**config.mk**
```make
export PLATFORM = sky130hd
export DESIGN_NAME = multicycle_ctrl
export DESIGN_NICKNAME = d
export VERILOG_FILES = /design/src/rtl/mips_pkg.sv /design/src/rtl/mc_decode.sv /design/src/rtl/multicycle_ctrl.sv
export SDC_FILE = /design/constraint.sdc
export NUM_CORES = 1
export LEC_CHECK = 0
export BUFFER_PORTS_ARGS = -buffer_cell sky130_fd_sc_hd__buf_2
export CAP_MARGIN = 5
export CORE_MARGIN = 8
export CORE_UTILIZATION = 48
export CTS_BUF_LIST = sky130_fd_sc_hd__clkbuf_16
export CTS_CLUSTER_SIZE = 40
export DETAILED_ROUTE_END_ITERATION = 10
export PLACE_DENSITY_LB_ADDON = 0.15
export SLEW_MARGIN = 0
export SYNTH_ARGS = -nofsm -noshare
export SYNTH_HDL_FRONTEND = slang
export SYNTH_SLANG_ARGS = --single-unit
```
**constraint.sdc**
```tcl
create_clock -name clk -period 1.8 [get_ports clk]
set_clock_uncertainty 0.1 [all_clocks]
set_input_delay 0 -clock clk [delete_from_list [all_inputs] [get_ports clk]]
set_output_delay 0 -clock clk [all_outputs]
set_load 0.005 [all_outputs]
```
**src/rtl/mips_pkg.sv**
```systemverilog
// rtl/mips_pkg.sv - opcode/funct constants, FSM states and datapath select encodings
package mips_pkg;

    localparam logic [5:0] OP_RTYPE = 6'h00;
    localparam logic [5:0] OP_J     = 6'h02;
    localparam logic [5:0] OP_JAL   = 6'h03;
    localparam logic [5:0] OP_BEQ   = 6'h04;
    localparam logic [5:0] OP_ADDI  = 6'h08;
    localparam logic [5:0] OP_ADDIU = 6'h09;
    localparam logic [5:0] OP_ORI   = 6'h0d;
    localparam logic [5:0] OP_LUI   = 6'h0f;
    localparam logic [5:0] OP_LW    = 6'h23;
    localparam logic [5:0] OP_SW    = 6'h2b;

    localparam logic [5:0] FN_JR    = 6'h08;
    localparam logic [5:0] FN_ADDU  = 6'h21;
    localparam logic [5:0] FN_SUBU  = 6'h23;
    localparam logic [5:0] FN_SLT   = 6'h2a;

    typedef enum logic [3:0] {
        FETCH    = 4'd0,
        DECODE   = 4'd1,
        EXEC_R   = 4'd2,
        EXEC_I   = 4'd3,
        MEM_ADDR = 4'd4,
        MEM_RD   = 4'd5,
        MEM_WR   = 4'd6,
        WB_R     = 4'd7,
        WB_I     = 4'd8,
        WB_MEM   = 4'd9,
        BRANCH   = 4'd10,
        JUMP     = 4'd11
    } state_e;

    typedef enum logic [3:0] {
        I_ADDU, I_SUBU, I_SLT, I_JR, I_ORI, I_LUI, I_ADDI,
        I_ADDIU, I_LW, I_SW, I_BEQ, I_J, I_JAL, I_ILLEGAL
    } instr_e;

    localparam logic [1:0] ALU_ADD   = 2'b00;
    localparam logic [1:0] ALU_SUB   = 2'b01;
    localparam logic [1:0] ALU_OR    = 2'b10;
    localparam logic [1:0] ALU_LUI   = 2'b11;

    localparam logic [1:0] PC_ALU    = 2'b00;
    localparam logic [1:0] PC_BRANCH = 2'b01;
    localparam logic [1:0] PC_JUMP   = 2'b10;
    localparam logic [1:0] PC_RS     = 2'b11;

    localparam logic [1:0] DST_RT    = 2'b00;
    localparam logic [1:0] DST_RD    = 2'b01;
    localparam logic [1:0] DST_RA    = 2'b11;

    localparam logic [1:0] SRC_ALU   = 2'b00;
    localparam logic [1:0] SRC_MDR   = 2'b01;
    localparam logic [1:0] SRC_SLT   = 2'b10;
    localparam logic [1:0] SRC_PC    = 2'b11;

    localparam logic [1:0] B_RT      = 2'b00;
    localparam logic [1:0] B_FOUR    = 2'b01;
    localparam logic [1:0] B_IMM     = 2'b10;
    localparam logic [1:0] B_IMM_SH  = 2'b11;

endpackage

```
**src/rtl/mc_decode.sv**
```systemverilog
// rtl/mc_decode.sv - combinational opcode/funct classifier
module mc_decode
    import mips_pkg::*;
(
    input  logic [5:0] opcode,
    input  logic [5:0] funct,
    output logic [3:0] instr
);

    always_comb begin
        instr = I_ILLEGAL;
        case (opcode)
            OP_RTYPE: begin
                case (funct)
                    FN_ADDU: instr = I_ADDU;
                    FN_SUBU: instr = I_SUBU;
                    FN_SLT:  instr = I_SLT;
                    FN_JR:   instr = I_JR;
                    default: instr = I_ILLEGAL;
                endcase
            end
            OP_ORI:   instr = I_ORI;
            OP_LUI:   instr = I_LUI;
            OP_ADDI:  instr = I_ADDI;
            OP_ADDIU: instr = I_ADDIU;
            OP_LW:    instr = I_LW;
            OP_SW:    instr = I_SW;
            OP_BEQ:   instr = I_BEQ;
            OP_J:     instr = I_J;
            OP_JAL:   instr = I_JAL;
            default:  instr = I_ILLEGAL;
        endcase
    end

endmodule

```
**src/rtl/multicycle_ctrl.sv**
```systemverilog
// rtl/multicycle_ctrl.sv - multicycle MIPS-subset control FSM (MC_MEM_WAIT_EN adds memory wait states)
module multicycle_ctrl
    import mips_pkg::*;
(
    input  logic       clk,
    input  logic       rst_n,
    input  logic [5:0] opcode,
    input  logic [5:0] funct,
    input  logic       zero,
    input  logic       negative,
    input  logic       overflow,
    input  logic       mem_ready,
    output logic       ir_write,
    output logic       pc_write,
    output logic [1:0] pc_src,
    output logic       iord,
    output logic       mem_read,
    output logic       mem_write,
    output logic       reg_write,
    output logic [1:0] reg_dst,
    output logic [1:0] reg_src,
    output logic       alu_src_a,
    output logic [1:0] alu_src_b,
    output logic [1:0] alu_ctl,
    output logic       ext_op,
    output logic [3:0] state
);

    state_e     state_q, state_d;
    instr_e     instr;
    logic [3:0] instr_bits;
    logic       ovf_q;
    logic       mem_ok;
    logic       unused_inputs;

    mc_decode u_decode (
        .opcode (opcode),
        .funct  (funct),
        .instr  (instr_bits)
    );

    assign instr = instr_e'(instr_bits);
    assign state = state_q;

    // negative feeds the datapath's slt flag directly; the controller only selects it
`ifdef MC_MEM_WAIT_EN
    assign mem_ok        = mem_ready;
    assign unused_inputs = negative;
`else
    assign mem_ok        = 1'b1;
    assign unused_inputs = negative ^ mem_ready;
`endif

    always_ff @(posedge clk or negedge rst_n) begin
        if (!rst_n) begin
            state_q <= FETCH;
            ovf_q   <= 1'b0;
        end else begin
            state_q <= state_d;
            if (state_q == EXEC_I)
                ovf_q <= overflow;
        end
    end

    always_comb begin
        state_d   = state_q;
        ir_write  = 1'b0;
        pc_write  = 1'b0;
        pc_src    = PC_ALU;
        iord      = 1'b0;
        mem_read  = 1'b0;
        mem_write = 1'b0;
        reg_write = 1'b0;
        reg_dst   = DST_RT;
        reg_src   = SRC_ALU;
        alu_src_a = 1'b0;
        alu_src_b = B_RT;
        alu_ctl   = ALU_ADD;
        ext_op    = 1'b0;
        case (state_q)
            FETCH: begin
                mem_read  = 1'b1;
                ir_write  = mem_ok;
                pc_write  = mem_ok;
                alu_src_b = B_FOUR;
                if (mem_ok)
                    state_d = DECODE;
            end
            DECODE: begin
                alu_src_b = B_IMM_SH;
                ext_op    = 1'b1;
                case (instr)
                    I_ADDU, I_SUBU, I_SLT:          state_d = EXEC_R;
                    I_ORI, I_LUI, I_ADDI, I_ADDIU:  state_d = EXEC_I;
                    I_LW, I_SW:                     state_d = MEM_ADDR;
                    I_BEQ:                          state_d = BRANCH;
                    I_J, I_JAL, I_JR:               state_d = JUMP;
                    default:                        state_d = FETCH;
                endcase
            end
            EXEC_R: begin
                alu_src_a = 1'b1;
                alu_ctl   = (instr == I_ADDU) ? ALU_ADD : ALU_SUB;
                state_d   = WB_R;
            end
            EXEC_I: begin
                alu_src_a = 1'b1;
                alu_src_b = B_IMM;
                case (instr)
                    I_ORI:   alu_ctl = ALU_OR;
                    I_LUI:   alu_ctl = ALU_LUI;
                    default: alu_ctl = ALU_ADD;
                endcase
                ext_op  = (instr == I_ADDI) || (instr == I_ADDIU);
                state_d = WB_I;
            end
            MEM_ADDR: begin
                alu_src_a = 1'b1;
                alu_src_b = B_IMM;
                ext_op    = 1'b1;
                state_d   = (instr == I_SW) ? MEM_WR : MEM_RD;
            end
            MEM_RD: begin
                mem_read = 1'b1;
                iord     = 1'b1;
                if (mem_ok)
                    state_d = WB_MEM;
            end
            MEM_WR: begin
                mem_write = 1'b1;
                iord      = 1'b1;
                if (mem_ok)
                    state_d = FETCH;
            end
            WB_R: begin
                reg_write = 1'b1;
                reg_dst   = DST_RD;
                reg_src   = (instr == I_SLT) ? SRC_SLT : SRC_ALU;
                state_d   = FETCH;
            end
            WB_I: begin
                // addi traps on signed overflow, so the write is dropped
                reg_write = !((instr == I_ADDI) && ovf_q);
                state_d   = FETCH;
            end
            WB_MEM: begin
                reg_write = 1'b1;
                reg_src   = SRC_MDR;
                state_d   = FETCH;
            end
            BRANCH: begin
                alu_src_a = 1'b1;
                alu_ctl   = ALU_SUB;
                pc_src    = PC_BRANCH;
                pc_write  = zero;
                state_d   = FETCH;
            end
            JUMP: begin
                pc_write = 1'b1;
                pc_src   = (instr == I_JR) ? PC_RS : PC_JUMP;
                if (instr == I_JAL) begin
                    reg_write = 1'b1;
                    reg_dst   = DST_RA;
                    reg_src   = SRC_PC;
                end
                state_d = FETCH;
            end
            default: state_d = FETCH;
        endcase
        // an in-flight instruction is silenced the moment reset asserts
        if (!rst_n) begin
            ir_write  = 1'b0;
            pc_write  = 1'b0;
            mem_read  = 1'b0;
            mem_write = 1'b0;
            reg_write = 1'b0;
        end
    end

endmodule

```
==> results.py <==
metrics = {
    "yosys": {
        "synth_xor_area_share_pct": 4.605,
        "synth.largest_area_cell": "sky130_fd_sc_hd__dfrtp_1",
        "post_synth_and_or_nand_nor_area_fraction_pct": 38.68,
        "synthAdderAreaFrac_pct": 0,
        "synthesis.nets": 156,
        "synth_edf_count": 0,
        "synth_top_family_by_area": "simple AND/OR/NAND/NOR gates",
        "yosys_warnings": 0,
        "ys_seq_elements": 5,
        "post_synth.cell_area_avg_sq_um": 6.891,
        "synth_compound_area_share_pct": 32.89,
        "ys_dominant_reg_cell": "sky130_fd_sc_hd__dfrtp_1",
        "postSynth.asyncResetShare_pct": 100.0,
        "syn_area_sq_um": 950.9,
        "yosysSeqAreaShare_pct": 13.16,
        "synth.distinct_cells": 48,
        "synthCells": 138,
        "yosys-top-cells-area": "sky130_fd_sc_hd__dfrtp_1 13%, sky130_fd_sc_hd__a21oi_1 5.8%, sky130_fd_sc_hd__nand2_1 5.1%",
        "post_synth_mux_area_share_pct": 3.421,
        "synthDominantCellAreaShare_pct": 13.16,
    },
    "clock_tree": {
        "cts_made_buffers": 3,
        "clkSlewWorstSetupHoldPaths_ps": 40,
        "tritoncts": "built",
        "clock_tree.htree_level_count": 1,
        "ctsRootBufferMaster": "sky130_fd_sc_hd__clkbuf_16",
        "worstSkewPairLatency_ps": 230,
        "cts.sink_count": 5,
        "cts-root-to-sink-buffers": 2,
    },
    "place": {
        "globalplace.congestion": 0.8573,
        "place.detailed.hpwl_um": 2582,
        "placed_cell_area_sq_um": 1315,
        "place_ws_ps": -148.5,
        "place.detailed.instances": 217,
        "port_buffers": 37,
    },
    "critical_path": {
        "worst_setup_path_end_kind": "output pin",
        "start_kind": "input pin",
        "critPathMaxFanout": 4,
        "arrival_ps": 1770,
        "cp.required_ps": 1700,
        "path_cells": "buf_6, or4_4, o32ai_4, or4b_4, nand3_2, o21ai_2, buf_2",
        "critical_path_class": "in -> out",
        "timing.critical_path.slowest_cell_delay_ps": 570,
        "critPathSlowestCell": "sky130_fd_sc_hd__or4_4",
    },
    "floorplan": {
        "core_area_sq_um": 1922,
        "die-width_um": 60.51,
        "die_height_um": 60.51,
        "ports": 40,
        "fp.dieArea_sq_um": 3661,
        "placementRows": 16,
        "start_util_pct": 49.48,
    },
    "timing": {
        "clock.fmax_mhz": 535.8,
        "timing.final.crit_share_pct": 103.7,
        "setup_viol": 3,
        "slew_violations": 0,
        "post-route-min-period_ps": 1866,
        "timing.final.ws_setup_ps": -66.46,
        "hold-worst-slack_ps": 50.16,
        "tightestPinTransition_ps": 355.6,
        "grt_setup_unrepaired": "true",
        "max-slew-margin-rel_pct": 76.30,
        "hold_viol": 0,
    },
    "final_layout": {
        "layout-drive-gt1-share_pct": 50.74,
        "final_nets": 222,
        "design_area_sq_um": 1684,
        "antenna_diode_count": 0,
        "layout.cells.non_filler": 230,
        "synthToLayoutAreaGrowth_pct": 77.11,
    },
    "detailed_routing": {
        "ant_nets": 0,
        "detail_route.vias_per_cell": 6.252,
        "vias": 1438,
        "totalWireLength_um": 4206,
        "remaining_drc_errors": 0,
        "dr.pass1.iters": 4,
        "drtIter0Drc": 66,
        "avgRoutedWirePerCell_um": 18.29,
    },
    "outcome": {
        "failing_checks": "setup timing",
        "outcome": "finished, violations left",
    },
    "pwr": {
        "power_mw": 1.683,
        "p_per_area_nw_per_um2": 999.3,
        "vdd_ir_drop_max_mv": 1.198,
        "power_leakage_nw": 0.7473,
    },
    "global_route": {
        "maximum_number_of_pins_on_one_net_before_global_route_repair": 23,
        "global_route_wire_length_before_repair_um": 6279,
        "gr-usage-all-layers_pct": 21.51,
        "first_global_vias": 1436,
        "antenna_found_initial": 0,
        "overflow": 0,
    },
    "job": {
        "max_cap_violations": 0,
    },
    "min_path": {
        "hold_path.class": "in -> async",
    },
}
## final timing paths
check / cells past startpoint / slack (ps) / end / start
max: 7 / -70 / alu_ctl[0] / opcode[2]
min: 2 / 50 / state[0] / rst_n
max reg2reg: 4 / 210 / state[2] / state[0]
min reg2reg: 1 / 410 / ovf_q / ovf_q
max in group asynchronous: 2 / 1360 / state[2] / rst_n
min in group clk: 4 / 180 / state[2] / opcode[4]
## placed cells by master, fill, tap and decap left out, types with 2 or more instances in the layout
master                           n
sky130_fd_sc_hd__nor2_1         13
sky130_fd_sc_hd__o22a_1          2
sky130_fd_sc_hd__clkbuf_16       3
sky130_fd_sc_hd__o21ai_0         5
sky130_fd_sc_hd__o31ai_1         2
sky130_fd_sc_hd__nand3_2         2
sky130_fd_sc_hd__buf_6           5
sky130_fd_sc_hd__nand3_1         3
sky130_fd_sc_hd__inv_1           4
sky130_fd_sc_hd__dlygate4sd3_1   2
sky130_fd_sc_hd__and3_1          2
sky130_fd_sc_hd__a31oi_1         3
sky130_fd_sc_hd__nand2_1        13
sky130_fd_sc_hd__nor2b_4         2
sky130_fd_sc_hd__buf_8           2
sky130_fd_sc_hd__nor3b_1         5
sky130_fd_sc_hd__nand2b_1        5
sky130_fd_sc_hd__o32ai_4         2
sky130_fd_sc_hd__mux2_2          2
sky130_fd_sc_hd__nor3_1          2
sky130_fd_sc_hd__a21oi_2         3
sky130_fd_sc_hd__a211o_1         2
sky130_fd_sc_hd__nor4_4          2
sky130_fd_sc_hd__a21oi_1         8
sky130_fd_sc_hd__or3_1           3
sky130_fd_sc_hd__xnor2_1         4
sky130_fd_sc_hd__buf_4          31
sky130_fd_sc_hd__a221oi_1        2
sky130_fd_sc_hd__dfrtp_1         4
sky130_fd_sc_hd__o21bai_2        2
sky130_fd_sc_hd__buf_2          32
## worst max-delay path, delay by kind of cell
kind | cells | cell delay (ps)
simple gates | 3 | 1160
buf+inv | 2 | 250
compound gates | 2 | 360
## area by class of cell
cell class                      instances  area [sq um]
Clock buffer                            3         75.07
Clock inverter                          1         3.754
Fill cell                             107         237.7
Inverter                                3         11.26
Multi-Input combinational cell        118         927.1
Sequential cell                         5         126.4
Tap cell                               27         33.78
Timing Repair Buffer                   73         506.7
## synthesized netlist by cell type, types with 4 or more instances
cell type                  instances
sky130_fd_sc_hd__a21oi_1          11
sky130_fd_sc_hd__buf_2             4
sky130_fd_sc_hd__clkbuf_1          4
sky130_fd_sc_hd__dfrtp_1           5
sky130_fd_sc_hd__nand2_1          13
sky130_fd_sc_hd__nand2b_1          5
sky130_fd_sc_hd__nand3_1           5
sky130_fd_sc_hd__nor2_1           13
sky130_fd_sc_hd__nor3b_1           5
sky130_fd_sc_hd__o21ai_0           6
sky130_fd_sc_hd__or3_1             4
sky130_fd_sc_hd__xnor2_1           4
## timing repair
action | CTS | global route
hold endpoints to repair | 6 | 0
setup endpoints to repair | 5 | 9
pin swaps | 8 | 11
setup buffers | 5 | 2
hold buffers | 2 | 0
resized for setup | 23 | 27
## per-stage QoR
stage	util [%]	setup TNS [ps]
6_report	87.63	-95.79
5_1_grt	87.63	-705.7
4_1_cts	81.71	-33.66
3_5_place_dp	68.42	-660.7
3_3_place_gp	68.42	-253.8
2_1_floorplan	-	0
## state kept, by name, indices dropped and copies added, names as in the netlist
signal / flops
ovf_q: 1
state: 4
## logic make-up after synthesis
kind of cell | Yosys count
XOR/XNOR | 5
flip-flops | 5
AO/OA/AOI/OAI | 44
multiplexers | 3
buffers and inverters | 15
AND/OR/NAND/NOR | 66
## routing by layer
layer	routed length, um	vias to the layer above	GRT usage (%)
li1	-	656	-
met1	1605	674	23.23
met2	2095	82	39.63
met3	290	26	3.390
met4	215	0	10.30
met5	0	-	0
## where the power goes
part / switching [mW] / total (mW) / internal [mW] / leakage, nW
Clock: 0.0732 / 0.361 / 0.288 / 0.0423
Combinational: 0.615 / 1.12 / 0.500 / 0.643
Sequential: 0.0422 / 0.207 / 0.165 / 0.0621
Power figures use the tool's default switching activity.
